### config.mk
export PLATFORM = sky130hd
export DESIGN_NAME = anode_scanner
export DESIGN_NICKNAME = d
export VERILOG_FILES = /design/src/rtl/anode_scan_pkg.sv /design/src/rtl/refresh_tick_gen.sv /design/src/rtl/anode_scanner.sv
export SDC_FILE = /design/constraint.sdc
export NUM_CORES = 1
export LEC_CHECK = 0
export CORE_AREA = 4 4 53 55
export CTS_CLUSTER_DIAMETER = 200
export CTS_CLUSTER_SIZE = 14
export DETAILED_ROUTE_END_ITERATION = 8
export DIE_AREA = 0 0 57 59
export PLACE_DENSITY = 0.86
export SLEW_MARGIN = 20
export SYNTH_ARGS = -nofsm -noshare
export SYNTH_HDL_FRONTEND = slang
export SYNTH_SLANG_ARGS = --single-unit
### constraint.sdc
create_clock -name clk -period 3.2 [get_ports clk]
set_input_delay 0.64 -clock clk [delete_from_list [all_inputs] [get_ports clk]]
set_output_delay 0.64 -clock clk [all_outputs]
set_load 0.02 [all_outputs]
### src/rtl/anode_scan_pkg.sv
// Shared types and helpers for the anode scanner.
// The FSM state enum, the all-off anode constant, the digit index type and
// the cyclic next-digit search are defined here.
package anode_scan_pkg;

  typedef enum logic [1:0] {IDLE, GAP, SHOW} state_t;

  localparam logic [3:0] ANODE_OFF = 4'b1111;

  typedef logic [1:0] dig_t;

  typedef struct packed {
    logic found;
    dig_t idx;
  } search_t;

  // First enabled digit after cur (cyclic); cur itself is tried last.
  function automatic search_t find_next(input logic [3:0] mask, input dig_t cur);
    search_t r;
    dig_t    c;
    r.found = 1'b0;
    r.idx   = cur;
    // Walk from farthest to nearest so the nearest hit wins.
    for (int k = 4; k >= 1; k--) begin
      c = cur + dig_t'(k);
      if (mask[c]) begin
        r.found = 1'b1;
        r.idx   = c;
      end
    end
    return r;
  endfunction

  // Active-low one-cold drive for digit d.
  function automatic logic [3:0] drive(input dig_t d);
    return ~(4'b0001 << d);
  endfunction

endpackage

### src/rtl/refresh_tick_gen.sv
// Slot counter for the anode scanner: counts 0..REFRESH_DIV-1 while enabled,
// clears when disabled or in reset, and flags the last cycle of each slot.
module refresh_tick_gen #(
  parameter int REFRESH_DIV = 100000,
  parameter int CW          = (REFRESH_DIV > 2) ? $clog2(REFRESH_DIV) : 1
) (
  input  logic          clk,
  input  logic          reset,
  input  logic          enable,
  output logic [CW-1:0] cnt,
  output logic          tick
);

  localparam logic [CW-1:0] LAST = CW'(REFRESH_DIV - 1);

  assign tick = enable && (cnt == LAST);

  // Slot counter: restart from 0 whenever scanning is off or the slot ends.
  always_ff @(posedge clk) begin
    if (reset || !enable) cnt <= '0;
    else if (cnt == LAST) cnt <= '0;
    else                  cnt <= cnt + 1'b1;
  end

endmodule

### src/rtl/anode_scanner.sv
// Multiplexed seven-segment anode scanner.
// Rotates through the digits enabled in digit_en, one slot of REFRESH_DIV
// cycles per digit, driving an active-low one-cold anode bus.
// Optional feature macro ANODE_GAP_EN: blanks the anode for the first
// GAP_LEN cycles of every slot to suppress ghosting between digits.
module anode_scanner
  import anode_scan_pkg::*;
#(
  parameter int REFRESH_DIV = 100000,
  parameter int GAP_LEN     = 4
) (
  input  logic       clk,
  input  logic       reset,
  input  logic       enable,
  input  logic [3:0] digit_en,
  output logic [3:0] anode,
  output logic [1:0] digit_sel,
  output logic       frame_tick
);

  localparam int CW = (REFRESH_DIV > 2) ? $clog2(REFRESH_DIV) : 1;

`ifdef ANODE_GAP_EN
  localparam bit GAP_ON = (GAP_LEN > 0);
`else
  localparam bit GAP_ON = 1'b0;
`endif

  logic [CW-1:0] cnt;
  logic          tick;
  state_t        state;
  search_t       nxt;

  refresh_tick_gen #(.REFRESH_DIV(REFRESH_DIV), .CW(CW)) u_tick (
    .clk    (clk),
    .reset  (reset),
    .enable (enable),
    .cnt    (cnt),
    .tick   (tick)
  );

  assign nxt = find_next(digit_en, digit_sel);

  // Scan FSM: advance on tick, blank on disable/clear, optional gap->show.
  always_ff @(posedge clk) begin
    if (reset) begin
      state      <= IDLE;
      anode      <= ANODE_OFF;
      digit_sel  <= 2'd3;
      frame_tick <= 1'b0;
    end else if (!enable) begin
      state      <= IDLE;
      anode      <= ANODE_OFF;
      frame_tick <= 1'b0;
    end else if (tick) begin
      if (nxt.found) begin
        digit_sel  <= nxt.idx;
        // Wrap (or single-digit repeat) marks the start of a new frame.
        frame_tick <= (nxt.idx <= digit_sel);
        if (GAP_ON) begin
          state <= GAP;
          anode <= ANODE_OFF;
        end else begin
          state <= SHOW;
          anode <= drive(nxt.idx);
        end
      end else begin
        state      <= IDLE;
        anode      <= ANODE_OFF;
        frame_tick <= 1'b0;
      end
    end else begin
      frame_tick <= 1'b0;
      if (state != IDLE && !digit_en[digit_sel]) begin
        // Current digit withdrawn mid-slot: go dark until the next tick.
        state <= IDLE;
        anode <= ANODE_OFF;
      end else if (GAP_ON && state == GAP && cnt == CW'(GAP_LEN - 1)) begin
        state <= SHOW;
        anode <= drive(digit_sel);
      end
    end
  end

endmodule

==> results of run 1 <==
==> logic make-up (layout without fill, tap and decap cells) <==
family / Yosys count / in the layout
multiplexers: 1 / 1
AND/OR/NAND/NOR: 63 / 63
AO/OA/AOI/OAI: 26 / 26
buffers and inverters: 12 / 26
XOR/XNOR: 11 / 11
adder cells (fa/ha/maj): 3 / 3
flip-flops: 25 / 25
==> per-stage QoR <==
| step | instance area (µm²) | std cells |
|---|---|---|
| after floorplan | 1260 | 141 |
| after global placement | 1391 | 181 |
| after detailed placement | 1391 | 181 |
| after CTS | 1423 | 185 |
| after global routing | 1423 | 185 |
| final | 1423 | 185 |
==> power by group through the flow <==
| stage | Clock, W | Combinational [W] | Sequential, W |
|---|---|---|---|
| after floorplan | 0 | 0.0000206 | 0.000320 |
| after global placement | 0 | 0.0000297 | 0.000320 |
| after detailed placement | 0 | 0.0000306 | 0.000320 |
| after CTS | 0.000157 | 0.0000310 | 0.000313 |
| after global routing | 0.000169 | 0.0000348 | 0.000314 |
| final | 0.000153 | 0.0000313 | 0.000313 |
==> area by class of cell <==
class	count	area share, %
clock buffers	3	1.583
well taps	30	2.639
repair buffers	13	9.147
multi-input cells	104	48.46
inverters	9	2.375
flip-flops and latches	25	35.18
clock inverters	1	0.6157
==> registers in the layout (all words and copies together), names as in the netlist <==
signal	cells
state	1
u_tick.cnt	17
frame_tick	1
digit_sel	2
anode	4
==> worst max path at each step <==
stage,startpoint,endpoint,depth (start not counted)
after floorplan,digit_en[0],frame_tick,9
after global placement,digit_en[1],frame_tick,9
after detailed placement,digit_en[0],frame_tick,10
after CTS,digit_en[0],frame_tick,10
after global routing,digit_en[1],frame_tick,9
final,digit_en[0],frame_tick,10
==> cells in the final DEF, fill, tap and decap left out <==
cell,count
clkdlybuf4s50_1,13
nor4bb_1,1
nor3_2,1
mux4_2,1
dfxtp_1,25
clkbuf_4,3
nor3b_1,1
nand2_1,9
nor3_1,2
o21a_1,1
nand3_1,7
nor4b_1,2
inv_1,9
inv_6,1
xor2_1,6
nand2b_1,4
or4_1,3
and4_1,2
a21o_2,1
and3_1,1
a221o_2,1
o211ai_1,3
o21ai_1,1
and4_2,1
o21ai_0,5
xnor2_1,5
nor2_1,14
nand4_1,5
or3_1,5
nor4_1,1
or2_2,1
o31ai_1,1
or4_4,1
a21oi_1,9
o32a_1,4
and4b_1,1
ha_1,3
and2_1,1
==> per-layer routing <==
layer / up-vias / routed length, µm
met5: - / 0
met4: 0 / 29
met3: 4 / 150
met2: 31 / 1237
met1: 505 / 1166
li1: 543 / -
==> worst register-to-register path, cell delays in order (launching register included) <==
cell	delay (ns)
dfxtp_1	0.38
ha_1	0.22
and4_1	0.38
nand3_1	0.20
or4_1	0.49
a21oi_1	0.15
==> impl_metrics.yaml, run 1 <==
status:
  status: "completed"
global_routing:
  gr-usage-met1_pct: 19.16
  track_usage_pct: 16.71
  overflow: 0
  grt_pass1_vias: 1088
  met3_usage_pct: 2.397
  grt_max_degree: 18
  met2_usage_pct: 31.16
  grt_pass1_wl_um: 4464
  busiest_layer: "met2"
  antenna_found_initial: 0
timing:
  finalHoldViolCount: 0
  worst_slack_ns: 1.030
  tightestPinTransition_ns: 0.3012
  fin_hold_ws_ns: 0.4624
  skew_ns: 0.003771
  clock.fmax_mhz: 460.9
  finalSetupViolations: 0
  finalCritPeriodShare_pct: 67.80
  tns_ns: 0
  rsz0062_at_grt: "false"
  period_needed_ns: 2.170
  slew_headroom_pct: 79.74
  final-max-slew-violation-count: 0
min_path:
  min_to: "u_tick.cnt[0]"
  hold_depth: 1
  hold_path.class: "reg2reg"
  worstHoldStart: "u_tick.cnt[0]"
setup_path:
  critPathRequiredTime_ns: 3.46
  crit_buf_inv: 3
  ff2ff_path_depth: 5
  r2r_slack_ns: 1.32
  cp_max_fo: 5
  critPathKind: "in2reg"
  r2r-end: "u_tick.cnt[16]"
  cp_slowest_cell: "clkdlybuf4s50_1"
  cp_top_family: "buffers and inverters"
  rr_startpoint: "u_tick.cnt[0]"
  cp-start-kind: "primary input"
  path_cells: "clkdlybuf4s50_1, nand2b_1, a21oi_1, or3_1, inv_1, ha_1, inv_1, a21oi_1, a21oi_1, nor3_1"
  critical-path-max-stage-delay_ns: 0.54
  cp_common_cell: "a21oi_1"
  worstSetupEndpointType: "flop"
  crit_arrival_ns: 2.43
synthesis:
  synth_mux_area_share_pct: 1.787
  synth_top_family_by_area: "simple AND/OR/NAND/NOR gates"
  syn_nets: 151
  synth_xor_area_share_pct: 7.646
  netlist_area_mm2: 0.001260
  ys_ff_latch: 25
  synth.top_cell.area_share_pct: 39.72
  synth_compound_area_share_pct: 13.70
  async_flop_share_pct: 0
  synth-edff-count: 0
  synth_top_flop_cell: "dfxtp_1"
  synthAdderAreaFrac_pct: 2.979
  avgSynthCellArea_um2: 8.936
  synth_common_cells: "dfxtp_1 (25), nor2_1 (14), a21oi_1 (9), inv_1 (9), nand2_1 (9)"
  ys_seq_area_share_pct: 39.72
  synthTopCellsByArea: "dfxtp_1 (40%), nor2_1 (4.2%), xor2_1 (4.2%)"
  yosysTopAreaCell: "dfxtp_1"
  synth_simple_gate_area_share_pct: 28.60
  yosys_warnings: 0
  ys_types: 38
  synth_cells: 141
  synth_most_common_cell: "dfxtp_1"
clock_tree:
  clkSinkCount: 25
  root_buffer: "clkbuf_4"
  cts_hold_buf: 0
  cts_tree: "built"
  post_cts_buffers: 0
  clock_latency_ns: 0.33
  post_cts_resized: 0
  cts.clk_slew.worst_paths_ns: 0.14
  clock_path_buffers: 2
  htreeDepth: 1
  cts_made_buffers: 3
power_and_ir_drop:
  total_power_w: 0.0004974
  ir_worst_vdd_mv: 0.2871
  comb_power_share_pct: 6.3
  swShare_pct: 24.03
  leakage_nw: 0.4931
  p_switching_w: 0.0001195
  internal_power_w: 0.0003779
  pwr-share-clk_pct: 30.7
  p_seq_share_pct: 63.0
  cellPowerDensity_mw_per_mm2: 349.7
floorplanning:
  ios: 14
  start_util_pct: 52.78
  rows: 18
  dieArea_mm2: 0.003363
  die_width_um: 57
  dieHeight_um: 59
  core-area_mm2: 0.002387
final_layout:
  insertedDiodeCount: 0
  fill_cells: 225
  ff_latch_area_um2: 500.5
  area_growth_pct: 12.91
  layout-drive-gt1-share_pct: 7.097
  postLayoutCoreUtil_pct: 59.59
  multiInputGateArea_um2: 689.4
  fin_nets: 166
drt:
  vias: 1083
  drtPass1Iterations: 4
  ant_nets: 0
  vias_per_cell: 5.854
  drt_iter0_markers: 50
  routedWlPerCell_um: 13.97
  routed_wl_um: 2584
  drc: 0
placed_design:
  dp_hpwl_um: 1867
  io_buffers: 13
  dpl_worst_slack_ns: 0.7013
  place_congestion: 0.8394
run:
  cap_violations: 0
(Power assumes the default switching activity.)
==> inputs of run 2 (changes only) <==
--- a/config.mk
+++ b/config.mk
@@ -5,12 +5,12 @@
 export SDC_FILE = /design/constraint.sdc
 export NUM_CORES = 1
 export LEC_CHECK = 0
-export CORE_AREA = 4 4 53 55
+export CORE_AREA = 4 4 56 58
 export CTS_CLUSTER_DIAMETER = 200
 export CTS_CLUSTER_SIZE = 14
 export DETAILED_ROUTE_END_ITERATION = 8
-export DIE_AREA = 0 0 57 59
-export PLACE_DENSITY = 0.86
+export DIE_AREA = 0 0 60 62
+export PLACE_DENSITY = 0.82
 export SLEW_MARGIN = 20
 export SYNTH_ARGS = -nofsm -noshare
 export SYNTH_HDL_FRONTEND = slang
==> constraint.sdc (replaced) <==
create_clock -name clk -period 1.9 [get_ports clk]
set_input_delay 0.38 -clock clk [delete_from_list [all_inputs] [get_ports clk]]
set_output_delay 0.38 -clock clk [all_outputs]
set_load 0.02 [all_outputs]
==> run 2 against run 1 <==
  * Sequential power rose by 69%
  * Combinational power rose by 110%
  * Clock power rose by 60%
  * Final cell count rose by 6.5%
  * Design area rose by 6.1%
  * Count of clock-buffer cells in the layout did not move
  * Sequential share of layout area fell by 2.0 points
  * Worst setup slack got worse by 0.97 ns
  * Die area rose by 11%
  * Total power rose by 69%
  * First-iteration DRC count fell by 60%
  * Hold slack got worse by 0.0018 ns
==> impl_metrics.yaml, run 2 (synthesis gave the netlist of run 1 again) <==
status:
  status: "completed"
timing:
  tightestPinTransition_ns: 0.3376
  finalCritPeriodShare_pct: 96.91
  rsz0062_at_grt: "false"
  period_needed_ns: 1.841
  skew_ns: 0.003853
  slew_headroom_pct: 77.28
  finalSetupViolations: 0
  final-max-slew-violation-count: 0
  fin_hold_ws_ns: 0.4606
  finalHoldViolCount: 0
  clock.fmax_mhz: 543.1
clock_tree:
  htreeDepth: 1
  cts_made_buffers: 3
  cts_hold_buf: 0
  clkSinkCount: 25
  cts_tree: "built"
  clock_path_buffers: 2
  clock_latency_ns: 0.32
  cts.clk_slew.worst_paths_ns: 0.14
  root_buffer: "clkbuf_4"
global_routing:
  track_usage_pct: 15.68
  antenna_found_initial: 0
  met3_usage_pct: 1.860
  grt_max_degree: 18
  gr-usage-met1_pct: 15.70
  met2_usage_pct: 31.02
  overflow: 0
  grt_pass1_wl_um: 4429
  busiest_layer: "met2"
  grt_pass1_vias: 1121
run:
  cap_violations: 0
placed_design:
  place_inst: 193
  io_buffers: 13
  dp_hpwl_um: 2082
  place_congestion: 0.8098
power_and_ir_drop:
  comb_power_share_pct: 7.9
  internal_power_w: 0.0006410
  ir_worst_vdd_mv: 0.5460
  p_switching_w: 0.0001977
  cellPowerDensity_mw_per_mm2: 555.8
  leakage_nw: 0.5504
  pwr-share-clk_pct: 29.2
  p_seq_share_pct: 62.9
  swShare_pct: 23.57
final_layout:
  final_cell_mix: "dfxtp_1 (25), nor2_1 (14), clkdlybuf4s50_1 (12)"
  final_cells: 197
  area_growth_pct: 19.76
  layout-drive-gt1-share_pct: 13.86
  insertedDiodeCount: 0
  reg_top3: "u_tick.cnt: 17 flops, anode: 4 flops, digit_sel: 2 flops"
  layout.cells.most_common: "dfxtp_1"
  largest_register_ffs: 17
  fin_nets: 177
  postLayoutCoreUtil_pct: 56.67
  regMostFlops: "u_tick.cnt"
floorplanning:
  die_width_um: 60
  start_util_pct: 47.32
  ios: 14
  dieArea_mm2: 0.003720
  rows: 19
  core-area_mm2: 0.002663
  dieHeight_um: 62
min_path:
  hold_path.class: "reg2reg"
  worstHoldStart: "u_tick.cnt[0]"
  hold_depth: 1
  min_to: "u_tick.cnt[0]"
setup_path:
  crit_arrival_ns: 1.46
  cp_max_fo: 7
  critPathKind: "reg2out"
  critPathRequiredTime_ns: 1.52
  path_cells: "clkdlybuf4s50_1"
  crit_buf_inv: 1
  cp_top_family: "buffers and inverters"
  critical-path-max-stage-delay_ns: 0.66
  r2r-end: "anode[1]"
  ff2ff_path_depth: 5
  cp-start-kind: "flop"
  r2r_slack_ns: 0.08
  worstSetupEndpointType: "primary output"
  cp_slowest_cell: "clkdlybuf4s50_1"
  rr_startpoint: "u_tick.cnt[0]"
  cp_num_cells: 1
drt:
  vias_per_cell: 5.843
  vias: 1151
  drt_iter0_markers: 20
  routedWlPerCell_um: 14.04
  drtPass1Iterations: 4
  routed_wl_um: 2766
  drc: 0
  ant_nets: 0
-- run 2: cell types whose count changed in the layout (fill, tap and decap cells not counted), sizes merged --
cell           delta
dlymetal6s2s      +1
buf              +11
clkdlybuf4s50     -1
clkinvlp          +1
inv               -1
-- run 2: how the worst max path moves through the flow --
stage	start	end	slack (ns)
3_5_place_dp	digit_en[0]	frame_tick	-0.22
5_1_grt	digit_sel[1]	digit_sel[1]	0.004
3_3_place_gp	digit_en[0]	frame_tick	-0.16
2_1_floorplan	u_tick.cnt[0]	anode[2]	0.16
4_1_cts	u_tick.cnt[0]	anode[1]	0.03
6_report	digit_sel[0]	digit_sel[0]	0.06
-- run 2: cell type report --
| class | instances | area, µm² |
|---|---|---|
| Fill cell | 259 | 1154 |
| Multi-Input combinational cell | 104 | 690.7 |
| Sequential cell | 25 | 500.5 |
| Timing Repair Buffer | 24 | 215.2 |
| Tap cell | 31 | 38.79 |
| Inverter | 9 | 33.78 |
| Clock buffer | 3 | 22.52 |
| Clock inverter | 1 | 7.507 |
-- run 2: power groups by stage --
stage	sequential, W	combinational (W)	clock, W
after global placement	0.000539	0.0000631	0
final	0.000528	0.0000661	0.000245
after floorplan	0.000539	0.0000346	0
after global routing	0.000528	0.0000737	0.000273
after detailed placement	0.000539	0.0000655	0
after CTS	0.000528	0.0000662	0.000257
-- run 2: routing by layer --
| layer | wire length (µm) | up-vias | part of all wire [%] |
|---|---|---|---|
| li1 | - | 565 | - |
| met1 | 1122 | 550 | 41 |
| met4 | 43 | 0 | 1.6 |
| met3 | 127 | 6 | 4.6 |
| met5 | 0 | - | 0 |
| met2 | 1472 | 30 | 53 |
-- run 2: timing repair --
| item | 4_1_cts | 5_1_grt |
|---|---|---|
| endpoints found under the setup margin | 0 | 15 |
| setup buffers | 0 | 0 |
| resized for setup | 0 | 2 |
| endpoints found under the hold margin | 0 | 0 |
-- run 2: through the flow --
step,instance area [µm²],TNS [ns],total power [W],worst slack (ns)
after global placement,1475,-0.7695,0.0006023,-0.1626
after floorplan,1260,0,0.0005736,0.1630
after global routing,1509,0,0.0008747,0.003733
after CTS,1505,0,0.0008510,0.03014
final,1509,0,0.0008387,0.05878
after detailed placement,1475,-1.028,0.0006047,-0.2168
